File: config.mk
export PLATFORM = sky130hd
export DESIGN_NAME = dacscan
export DESIGN_NICKNAME = d
export VERILOG_FILES = /design/src/rtl/dacscan.sv
export SDC_FILE = /design/constraint.sdc
export NUM_CORES = 1
export LEC_CHECK = 0
export CAP_MARGIN = 40
export CELL_PAD_IN_SITES_DETAIL_PLACEMENT = 1
export CELL_PAD_IN_SITES_GLOBAL_PLACEMENT = 2
export CORE_MARGIN = 3
export CORE_UTILIZATION = 31
export CTS_CLUSTER_DIAMETER = 100
export DETAILED_ROUTE_END_ITERATION = 6
export PLACE_DENSITY = 0.81
export SYNTH_ARGS = -nofsm -noshare
export SYNTH_HDL_FRONTEND = slang
export SYNTH_SLANG_ARGS = --single-unit
File: constraint.sdc
create_clock -name clk -period 7.6 [get_ports clk]
set_input_delay 1.52 -clock clk [delete_from_list [all_inputs] [get_ports clk]]
set_output_delay 1.52 -clock clk [all_outputs]
set_load 0.01 [all_outputs]
File: src/rtl/dacscan.sv
// dacscan - DAC threshold / offset register block with its own channel-scan FSM.
//
// Holds per-channel DAC thresholds and signed offsets. A scan walks channels
// 0..N_CH-1; each enabled channel is serviced either as a single threshold
// compare (DACEN) or as a DW-bit successive-approximation conversion (SAREN).
// Results land in r_comp/r_sta (compare) or r_sarv (SAR).
//
// Ports:
//   clk, srstz               clock, asynchronous active-low reset
//   v_upd/v_wdat             per-channel threshold write strobe and data
//   ofs_upd/ofs_wdat         per-channel signed offset write strobe and data
//   en_wr/sar_wr/en_wdat     DACEN / SAREN writes (may coincide)
//   sta_clr                  write-1-to-clear for r_sta
//   run                      scan enable (level)
//   comp_i                   synchronised comparator, 1 = input >= dac_code
//   cs_ptr, dac_code         analog mux channel and DAC code
//   busy, cycle_done         FSM not idle, one-clock end-of-scan pulse
//   r_*                      register contents, channel i at [DW*i +: DW]
//   o_intr                   OR of r_sta
module dacscan #(
    parameter int N_CH    = 18,
    parameter int DW      = 8,
    parameter int BIT_PTR = 5,
    parameter int SETTLE  = 4
) (
    input  logic                 clk,
    input  logic                 srstz,
    input  logic [N_CH-1:0]      v_upd,
    input  logic [DW-1:0]        v_wdat,
    input  logic [N_CH-1:0]      ofs_upd,
    input  logic [DW-1:0]        ofs_wdat,
    input  logic                 en_wr,
    input  logic                 sar_wr,
    input  logic [N_CH-1:0]      en_wdat,
    input  logic [N_CH-1:0]      sta_clr,
    input  logic                 run,
    input  logic                 comp_i,
    output logic [BIT_PTR-1:0]   cs_ptr,
    output logic [DW-1:0]        dac_code,
    output logic                 busy,
    output logic                 cycle_done,
    output logic [N_CH-1:0]      r_dac_en,
    output logic [N_CH-1:0]      r_sar_en,
    output logic [N_CH-1:0]      r_comp,
    output logic [N_CH-1:0]      r_sta,
    output logic [DW*N_CH-1:0]   r_dacvs,
    output logic [DW*N_CH-1:0]   r_ofs,
    output logic [DW*N_CH-1:0]   r_sarv,
    output logic                 o_intr
);

    localparam int CW = (SETTLE > 1) ? $clog2(SETTLE) : 1;
    localparam int BW = (DW > 1) ? $clog2(DW) : 1;
    localparam logic [CW-1:0] CNT_LOAD = CW'(SETTLE - 1);
    localparam logic [BW-1:0] BIDX_TOP = BW'(DW - 1);
    localparam logic [DW-1:0] TRIAL_ONE = DW'(1);

    typedef enum logic [2:0] {
        S_IDLE = 3'd0,
        S_SEEK = 3'd1,
        S_CMP  = 3'd2,
        S_SAR  = 3'd3,
        S_DONE = 3'd4
    } state_t;

    state_t            state_r;
    logic [CW-1:0]     cnt_r;
    logic [BW-1:0]     bidx_r;
    logic [DW-1:0]     trial_r;

    logic [DW-1:0]     v_sel_s;
    logic [DW-1:0]     ofs_sel_s;
    logic              act_dac_s;
    logic              act_sar_s;
    logic              old_comp_s;
    logic [N_CH-1:0]   ptr_mask_s;
    logic [N_CH-1:0]   sta_set_s;
    logic [DW-1:0]     sar_bit_s;
    state_t            adv_state_s;
    logic [BIT_PTR-1:0] adv_ptr_s;
    logic              cnt_zero_s;

    // Offset-corrected threshold, saturated at 0 / all-ones on over/underflow.
    function automatic logic [DW-1:0] eff_code(input logic [DW-1:0] v, input logic [DW-1:0] ofs);
        logic [DW:0] sum;
        sum = {1'b0, v} + {ofs[DW-1], ofs};
        if (sum[DW]) begin
            if (ofs[DW-1]) begin
                eff_code = {DW{1'b0}};
            end else begin
                eff_code = {DW{1'b1}};
            end
        end else begin
            eff_code = sum[DW-1:0];
        end
    endfunction

    // Per-channel fields of the channel currently pointed to.
    always_comb begin
        v_sel_s    = {DW{1'b0}};
        ofs_sel_s  = {DW{1'b0}};
        act_dac_s  = 1'b0;
        act_sar_s  = 1'b0;
        old_comp_s = 1'b0;
        ptr_mask_s = {N_CH{1'b0}};
        for (int i = 0; i < N_CH; i++) begin
            if (BIT_PTR'(i) == cs_ptr) begin
                v_sel_s       = r_dacvs[DW*i +: DW];
                ofs_sel_s     = r_ofs[DW*i +: DW];
                act_dac_s     = r_dac_en[i];
                act_sar_s     = r_sar_en[i];
                old_comp_s    = r_comp[i];
                ptr_mask_s[i] = 1'b1;
            end else begin
                ptr_mask_s[i] = 1'b0;
            end
        end
    end

    assign cnt_zero_s = (cnt_r == {CW{1'b0}});

    // Where the scan goes after finishing the current channel.
    always_comb begin
        if (cs_ptr == BIT_PTR'(N_CH - 1)) begin
            adv_state_s = S_DONE;
            adv_ptr_s   = cs_ptr;
        end else if (!run) begin
            adv_state_s = S_IDLE;
            adv_ptr_s   = {BIT_PTR{1'b0}};
        end else begin
            adv_state_s = S_SEEK;
            adv_ptr_s   = cs_ptr + BIT_PTR'(1);
        end
    end

    // Current trial with the bit under test resolved by the comparator.
    always_comb begin
        sar_bit_s         = trial_r;
        sar_bit_s[bidx_r] = comp_i;
    end

    // Status set: a finishing compare whose result differs from the stored bit.
    always_comb begin
        if ((state_r == S_CMP) && cnt_zero_s && (comp_i != old_comp_s)) begin
            sta_set_s = ptr_mask_s;
        end else begin
            sta_set_s = {N_CH{1'b0}};
        end
    end

    // DAC code: live offset-corrected threshold in compare, trial in SAR.
    always_comb begin
        dac_code = {DW{1'b0}};
        case (state_r)
            S_CMP:   dac_code = eff_code(v_sel_s, ofs_sel_s);
            S_SAR:   dac_code = trial_r;
            default: dac_code = {DW{1'b0}};
        endcase
    end

    assign busy       = (state_r != S_IDLE);
    assign cycle_done = (state_r == S_DONE);
    assign o_intr     = |r_sta;

    // Software-visible configuration registers, independent of the scan.
    always_ff @(posedge clk or negedge srstz) begin
        if (!srstz) begin
            r_dacvs  <= {(DW*N_CH){1'b0}};
            r_ofs    <= {(DW*N_CH){1'b0}};
            r_dac_en <= {N_CH{1'b0}};
            r_sar_en <= {N_CH{1'b0}};
        end else begin
            for (int i = 0; i < N_CH; i++) begin
                if (v_upd[i]) begin
                    r_dacvs[DW*i +: DW] <= v_wdat;
                end
                if (ofs_upd[i]) begin
                    r_ofs[DW*i +: DW] <= ofs_wdat;
                end
            end
            if (en_wr) begin
                r_dac_en <= en_wdat;
            end
            if (sar_wr) begin
                r_sar_en <= en_wdat;
            end
        end
    end

    // Scan FSM together with the result registers it owns.
    always_ff @(posedge clk or negedge srstz) begin
        if (!srstz) begin
            state_r <= S_IDLE;
            cs_ptr  <= {BIT_PTR{1'b0}};
            cnt_r   <= {CW{1'b0}};
            bidx_r  <= {BW{1'b0}};
            trial_r <= {DW{1'b0}};
            r_comp  <= {N_CH{1'b0}};
            r_sta   <= {N_CH{1'b0}};
            r_sarv  <= {(DW*N_CH){1'b0}};
        end else begin
            // Set beats clear when both hit the same bit.
            r_sta <= (r_sta & ~sta_clr) | sta_set_s;
            case (state_r)
                S_IDLE: begin
                    cs_ptr <= {BIT_PTR{1'b0}};
                    if (run) begin
                        state_r <= S_SEEK;
                    end
                end
                S_SEEK: begin
                    if (act_sar_s) begin
                        state_r <= S_SAR;
                        cnt_r   <= CNT_LOAD;
                        bidx_r  <= BIDX_TOP;
                        trial_r <= TRIAL_ONE << BIDX_TOP;
                    end else if (act_dac_s) begin
                        state_r <= S_CMP;
                        cnt_r   <= CNT_LOAD;
                    end else begin
                        state_r <= adv_state_s;
                        cs_ptr  <= adv_ptr_s;
                    end
                end
                S_CMP: begin
                    if (cnt_zero_s) begin
                        r_comp  <= comp_i ? (r_comp | ptr_mask_s) : (r_comp & ~ptr_mask_s);
                        state_r <= adv_state_s;
                        cs_ptr  <= adv_ptr_s;
                    end else begin
                        cnt_r <= cnt_r - CW'(1);
                    end
                end
                S_SAR: begin
                    if (!cnt_zero_s) begin
                        cnt_r <= cnt_r - CW'(1);
                    end else if (bidx_r != {BW{1'b0}}) begin
                        trial_r <= sar_bit_s | (TRIAL_ONE << (bidx_r - BW'(1)));
                        bidx_r  <= bidx_r - BW'(1);
                        cnt_r   <= CNT_LOAD;
                    end else begin
                        for (int i = 0; i < N_CH; i++) begin
                            if (ptr_mask_s[i]) begin
                                r_sarv[DW*i +: DW] <= sar_bit_s;
                            end
                        end
                        trial_r <= sar_bit_s;
                        state_r <= adv_state_s;
                        cs_ptr  <= adv_ptr_s;
                    end
                end
                S_DONE: begin
                    cs_ptr <= {BIT_PTR{1'b0}};
                    if (run) begin
                        state_r <= S_SEEK;
                    end else begin
                        state_r <= S_IDLE;
                    end
                end
                default: begin
                    state_r <= S_IDLE;
                    cs_ptr  <= {BIT_PTR{1'b0}};
                end
            endcase
        end
    end

endmodule

==> results of run 1 <==
final cells by class:
cell class | instances | area (sq um)
fill | 8324 | 42200
sequential | 525 | 13100
multi-input combinational | 1437 | 10200
timing repair buffer | 730 | 7170
clock buffer | 82 | 1720
tap | 1030 | 1290
clock inverter | 27 | 395
inverter | 53 | 199
antenna | 4 | 10.0
stage by stage:
stage,setup slack (ns),util [%],std cells,area (sq um)
2_1_floorplan,1.05,-,2191,24000
6_report,0.107,44.7,3888,34100
3_3_place_gp,0.0308,41.3,3745,31500
3_5_place_dp,0.0596,41.7,3770,31800
5_1_grt,-0.125,44.7,3888,34100
4_1_cts,0.00617,44.6,3882,34000
cells in the final DEF (no fill, tap or decap), types with 7 or more instances in the layout:
cell type | Yosys | routed
nor4_1 | 10 | 10
a211oi_1 | 11 | 11
a22oi_1 | 11 | 11
and3_1 | 8 | 8
o21a_1 | 7 | 7
clkinv_2 | 0 | 8
a31oi_1 | 10 | 10
a21oi_1 | 231 | 227
buf_8 | 0 | 11
clkbuf_8 | 0 | 11
o211ai_1 | 18 | 18
a31o_2 | 7 | 7
a221oi_1 | 31 | 30
mux2_2 | 322 | 322
bufinv_16 | 0 | 8
inv_1 | 53 | 51
nor2_1 | 217 | 217
clkbuf_16 | 0 | 61
a221o_1 | 7 | 7
dfrtp_1 | 525 | 522
nand4bb_1 | 8 | 7
nand2_1 | 130 | 129
nor3_1 | 26 | 26
o22ai_1 | 43 | 43
buf_4 | 1 | 94
ha_1 | 19 | 16
nor2b_1 | 16 | 15
nand3_1 | 30 | 29
o21ai_0 | 122 | 120
o221ai_1 | 10 | 10
clkbuf_1 | 145 | 10
o32ai_1 | 8 | 8
clkdlybuf4s50_1 | 0 | 605
critical path: stages, from the launching register on:
cell and delay [ns]:
dfrtp_2 0.56, buf_4 0.36, nand4bb_1 0.53, o211ai_1 0.20, nor4_1 0.31, o21ai_0 0.18, a21oi_1 0.33, a21oi_1 0.09
o21ai_2 0.30, ha_1 0.34, nor2b_1 0.16, o21a_1 0.19, o21ai_1 0.26, a21oi_2 0.10, buf_4 0.13, nor4_1 0.39
a21oi_1 0.07, o21ai_0 0.18, clkdlybuf4s50_1 0.66
registers in the layout, summed over array words and instances, names as in the netlist, named ones only:
register,cells
r_ofs,144
r_dac_en,18
r_sta,18
r_dacvs,144
cnt_r,2
trial_r,8
bidx_r,3
r_sarv,144
r_sar_en,18
cs_ptr,5
state_r,3
worst max-delay path by stage:
| stage | slack [ns] | depth (start not counted) | end | start |
|---|---|---|---|---|
| finish | 0.11 | 18 | dac_code[6] | cs_ptr[2] |
| global placement | 0.03 | 20 | dac_code[7] | cs_ptr[0] |
| global route | -0.12 | 19 | dac_code[7] | cs_ptr[0] |
| detailed placement | 0.06 | 21 | dac_code[3] | cs_ptr[0] |
| floorplan | 1.05 | 25 | dac_code[3] | cs_ptr[0] |
| CTS | 0.006 | 23 | dac_code[1] | cs_ptr[0] |
power breakdown:
| part | internal (uW) | total [uW] | switching (uW) | leakage, uW |
|---|---|---|---|---|
| Sequential | 3010 | 3280 | 275 | 0.00576 |
| Clock | 1860 | 3100 | 1240 | 0.00103 |
| Combinational | 1230 | 2890 | 1660 | 0.00688 |
| Total | 6090 | 9270 | 3170 | 0.0137 |
what timing repair did:
item                       4_1_cts  5_1_grt
pin swaps                        6        2
gates resized for setup         18       19
setup buffers                    3        2
setup endpoints to repair        8        8
cell families after synthesis:
group           Yosys count  synth area share, %
xor+xnor                  8                0.323
flops                   525                 54.7
simple gates            499                 9.73
compound gates          572                 14.7
mux                     334                 15.6
buf+inv                 229                 3.71
fa+ha+maj                24                 1.24
layer usage:
metal	routed length (um)	vias up	GRT usage, %
li1	-	9145	-
met1	45900	11200	34.3
met2	56300	850	47.6
met3	7350	217	5.51
met4	5600	0	11.8
met5	0	-	0
==> impl_metrics.yaml, run 1 <==
status:
  outcome: "finished clean"
route:
  viasPerCell: 5.51
  drt-pass1-iter-count: 5
  antenna_left: 0
  drtIter0Drc: 1633
  post_drt_wl_per_cell_um: 29.6
  routed_wl_um: 115000
  drc: 0
  via_count: 21400
timing:
  setup_viol: 0
  final-hold-violation-count: 0
  fin_tns_setup_ns: 0
  whs_ns: 0.482
  slew_violations: 0
  worst_pin_slew_ns: 1.04
  max_slew_margin_pct: 30.8
  rsz0062_at_grt: "yes"
  max_clock_freq_mhz: 133
  fin_crit_ns: 7.49
  final.setup_skew_ns: 0.0168
  finalCritPeriodShare_pct: 98.6
worst_setup_path:
  reg2reg_from: "cs_ptr[1]"
  crit_type: "flop to output port"
  start_kind: "flop"
  rrSetupSlack_ns: 3.22
  arrival_ns: 5.97
  crit_path_max_fanout: 24
  worstPathRequired_ns: 6.08
  cp-end-kind: "output port"
  reg2regPathDepth: 14
  timing.rr.end: "cs_ptr[4]"
floorplanning:
  initial_core_util_pct: 31.5
  fp.coreArea_sq_mm: 0.0763
  boundaryPins: 614
  die_h_um: 284
  rows: 101
  dieArea_sq_mm: 0.0808
  die_w_um: 284
yosys:
  avgSynthCellArea_sq_um: 11.0
  syn_area_sq_mm: 0.0240
  synthCells: 2191
  ys_seq_area_share_pct: 54.7
  async_flop_share_pct: 100
  synth.distinct_cells: 84
  synth_edf_count: 0
  yosys_warnings: 0
  synth_top_area_share_pct: 54.7
  yosysTopAreaCell: "dfrtp_1"
  syn_nets: 2305
  ys_ff_latch: 525
  yosysMostFrequentCell: "dfrtp_1"
  ys_top_cells_by_area: "dfrtp_1, mux2_2, a21oi_1"
  synth_ff_type: "dfrtp_1"
  synth_common_cells: "dfrtp_1, mux2_2, a21oi_1"
placed_design:
  gp_congestion: 0.923
  dp_hpwl_um: 89600
  port_buffers: 613
power_and_ir_drop:
  peakVddDrop_mv: 0.181
  p_total_uw: 9270
  powerDensity_mw_per_mm2: 272
  leakage_uw: 0.0137
clock_tree:
  clkTransAtPathRegs_ns: 0.06
  cts_sinks: 525
  htreeDepth: 2
  numCtsBuffers: 60
  clk_latency_ns: 0.63
  clockBufferDepth: 3
  cts-hold-fix-buffers: 0
  clock-root-buffer: "clkbuf_16"
  cts_tree: "yes"
grt:
  antenna_found_initial: 5
  grt_first_pass_wirelength_um: 167000
  grt_pass1_vias: 23100
  grt_overflow: 0
  grt_max_degree: 159
  grt_use_total_pct: 27.9
worst_hold_path:
  hold_depth: 2
  holdPathEnd: "r_sarv[10]"
  worstHoldStart: "r_sarv[10]"
  hp-class: "flop to flop"
job:
  drv_cap: 0
finish:
  nets: 2921
  layout-drive-gt1-share_pct: 20.9
  syn2layout_area_growth_pct: 42.1
No activity file was read; power rests on OpenSTA's default activity.
==> run 2: changes to the inputs <==
--- a/config.mk
+++ b/config.mk
@@ -5,7 +5,7 @@
 export SDC_FILE = /design/constraint.sdc
 export NUM_CORES = 1
 export LEC_CHECK = 0
-export CAP_MARGIN = 40
+export CAP_MARGIN = 20
 export CELL_PAD_IN_SITES_DETAIL_PLACEMENT = 1
 export CELL_PAD_IN_SITES_GLOBAL_PLACEMENT = 2
 export CORE_MARGIN = 3
@@ -16,3 +16,4 @@
 export SYNTH_ARGS = -nofsm -noshare
 export SYNTH_HDL_FRONTEND = slang
 export SYNTH_SLANG_ARGS = --single-unit
+export TNS_END_PERCENT = 1
==> impl_metrics.yaml, run 2 (synthesis results as in run 1) <==
route:
  drtIter0Drc: 1581
  drt-pass1-iter-count: 5
  post_drt_wl_per_cell_um: 29.8
  routed_wl_um: 115000
  drc: 0
  viasPerCell: 5.48
  antenna_left: 0
  via_count: 21200
clock_tree:
  cts_tree: "yes"
  cts-hold-fix-buffers: 0
  numCtsBuffers: 61
  clkTransAtPathRegs_ns: 0.06
  clk_latency_ns: 0.63
  cts_sinks: 525
  clock-root-buffer: "clkbuf_16"
  htreeDepth: 2
  clockBufferDepth: 3
timing:
  setup_viol: 0
  setup_ws_ns: 0.00794
  final.setup_skew_ns: 0.0185
  fin_crit_ns: 7.59
  rsz0062_at_grt: "yes"
  max_clock_freq_mhz: 132
  max_slew_margin_pct: 23.3
  worst_pin_slew_ns: 1.15
  finalCritPeriodShare_pct: 99.9
  fin_tns_setup_ns: 0
  slew_violations: 0
  final-hold-violation-count: 0
worst_setup_path:
  slowest_stage: "clkdlybuf4s50_1"
  crit_type: "flop to output port"
  worstPathRequired_ns: 6.08
  crit_path_cell_trace: "inv_1 -> ha_1 -> or4b_4 -> o32ai_1 -> a2bb2oi_1 -> o22ai_1 -> o211a_1 -> o22ai_1 -> a21oi_2 -> a211o_1 -> ha_2 -> inv_1 -> fa_1 -> nor2b_1 -> o21a_1 -> o21ai_1 -> a21oi_1 -> o21ai_1 -> nor2b_1 -> buf_4 -> nor4_2 -> or3_1 -> clkdlybuf4s50_1"
  arrival_ns: 6.07
  cp-end-kind: "output port"
  reg2reg_from: "cs_ptr[0]"
  crit_family: "compound AO/OA/AOI/OAI gates"
  critical_path.startpoint: "cs_ptr[1]"
  start_kind: "flop"
  max_stage_delay_ns: 0.58
  crit_path_max_fanout: 8
  path_buf_inv: 4
placed_design:
  gp_congestion: 0.923
  place_ws_ns: -0.0121
  port_buffers: 613
  dp_hpwl_um: 88300
floorplanning:
  die_h_um: 284
  fp.coreArea_sq_mm: 0.0763
  dieArea_sq_mm: 0.0808
  die_w_um: 284
  boundaryPins: 614
  rows: 101
  initial_core_util_pct: 31.5
grt:
  grt_first_pass_wirelength_um: 167000
  antenna_found_initial: 6
  grt_pass1_vias: 22800
  grt_overflow: 0
  grt_use_total_pct: 27.9
  grt_max_degree: 159
finish:
  layout-drive-gt1-share_pct: 20.6
  multiInputGateArea_sq_mm: 0.0102
  syn2layout_area_growth_pct: 41.0
  final_cell_mix: "clkdlybuf4s50_1, dfrtp_1, mux2_2, a21oi_1, nor2_1"
  seq_area_sq_mm: 0.0131
  layout_commonest_cell: "clkdlybuf4s50_1"
  nets: 2903
  reg.largest.list: "r_dacvs: 144 flops, r_ofs: 144 flops, r_sarv: 144 flops"
  fillers: 8305
power_and_ir_drop:
  combPwrFrac_pct: 30.9
  leakage_uw: 0.0135
  power_frac_clock_pct: 33.2
  powerDensity_mw_per_mm2: 270
  swShare_pct: 34.8
  p_switching_uw: 3180
  internal_power_uw: 5960
  peakVddDrop_mv: 0.193
  sequentialPowerShare_pct: 35.9
worst_hold_path:
  hp-class: "flop to flop"
  worstHoldStart: "r_sarv[10]"
job:
  drv_cap: 0
status:
  outcome: "finished clean"
[run 2: per-stage QoR]
step | area [sq um] | power [uW] | instances | utilization, % | hold WS, ns
global route | 33900 | 9510 | 3874 | 44.3 | 0.525
finish | 33900 | 9130 | 3874 | 44.3 | 0.482
floorplan | 24000 | 4560 | 2191 | - | 0.485
CTS | 33700 | 9180 | 3864 | 44.2 | 0.491
detailed placement | 31600 | 6110 | 3750 | 41.4 | 0.478
global placement | 31500 | 6030 | 3745 | 41.3 | 0.465
[run 2: timing repair]
action                                  CTS  global route
endpoints found under the setup margin    8             8
buffers inserted                          0             2
resized for setup                        22            11
pin swaps                                 1             2
[run 2: routing by layer]
metal / vias to the layer above / global-route usage (%) / routed length [um]
li1: 9104 / - / -
met1: 11100 / 34.8 / 46200
met2: 834 / 47.3 / 56400
met3: 199 / 5.34 / 7540
met4: 4 / 11.5 / 5240
met5: - / 0 / 26
[run 2: final timing paths]
path / to / slack [ns] / depth (start not counted)
min in group asynchronous: r_sarv[127] / 0.99 / 1
setup reg to reg: r_sta[16] / 3.24 / 12
hold reg to reg: r_sarv[10] / 0.48 / 2
setup / recovery: dac_code[3] / 0.008 / 23
max in group asynchronous: r_sarv[131] / 5.04 / 2
hold / removal: r_sarv[10] / 0.48 / 2
[run 2: area by class of cell]
cell class / instances / share of cell area, %
flip-flops and latches: 525 / 38.8
multi-input cells: 1437 / 30.1
diodes: 4 / 0.0296
clock buffers: 81 / 5.09
well taps: 1030 / 3.81
repair buffers: 711 / 20.5
inverters: 53 / 0.588
clock inverters: 33 / 1.02
[run 2: worst reg2reg max path: cells and delay by family (launching register included)]
kind / cells / cell delay, ns
compound gates: 5 / 1.49
buf+inv: 4 / 0.75
xor+xnor: 1 / 0.79
flops: 1 / 0.46
simple gates: 1 / 0.45
fa+ha+maj: 1 / 0.22
[run 2: power by group through the flow]
stage               sequential [uW]  clock [uW]  combinational (uW)
floorplan                      3280           0                1270
global placement               3310           0                2720
detailed placement             3320           0                2790
CTS                            3280        3090                2820
global route                   3310        3200                3000
finish                         3280        3030                2820
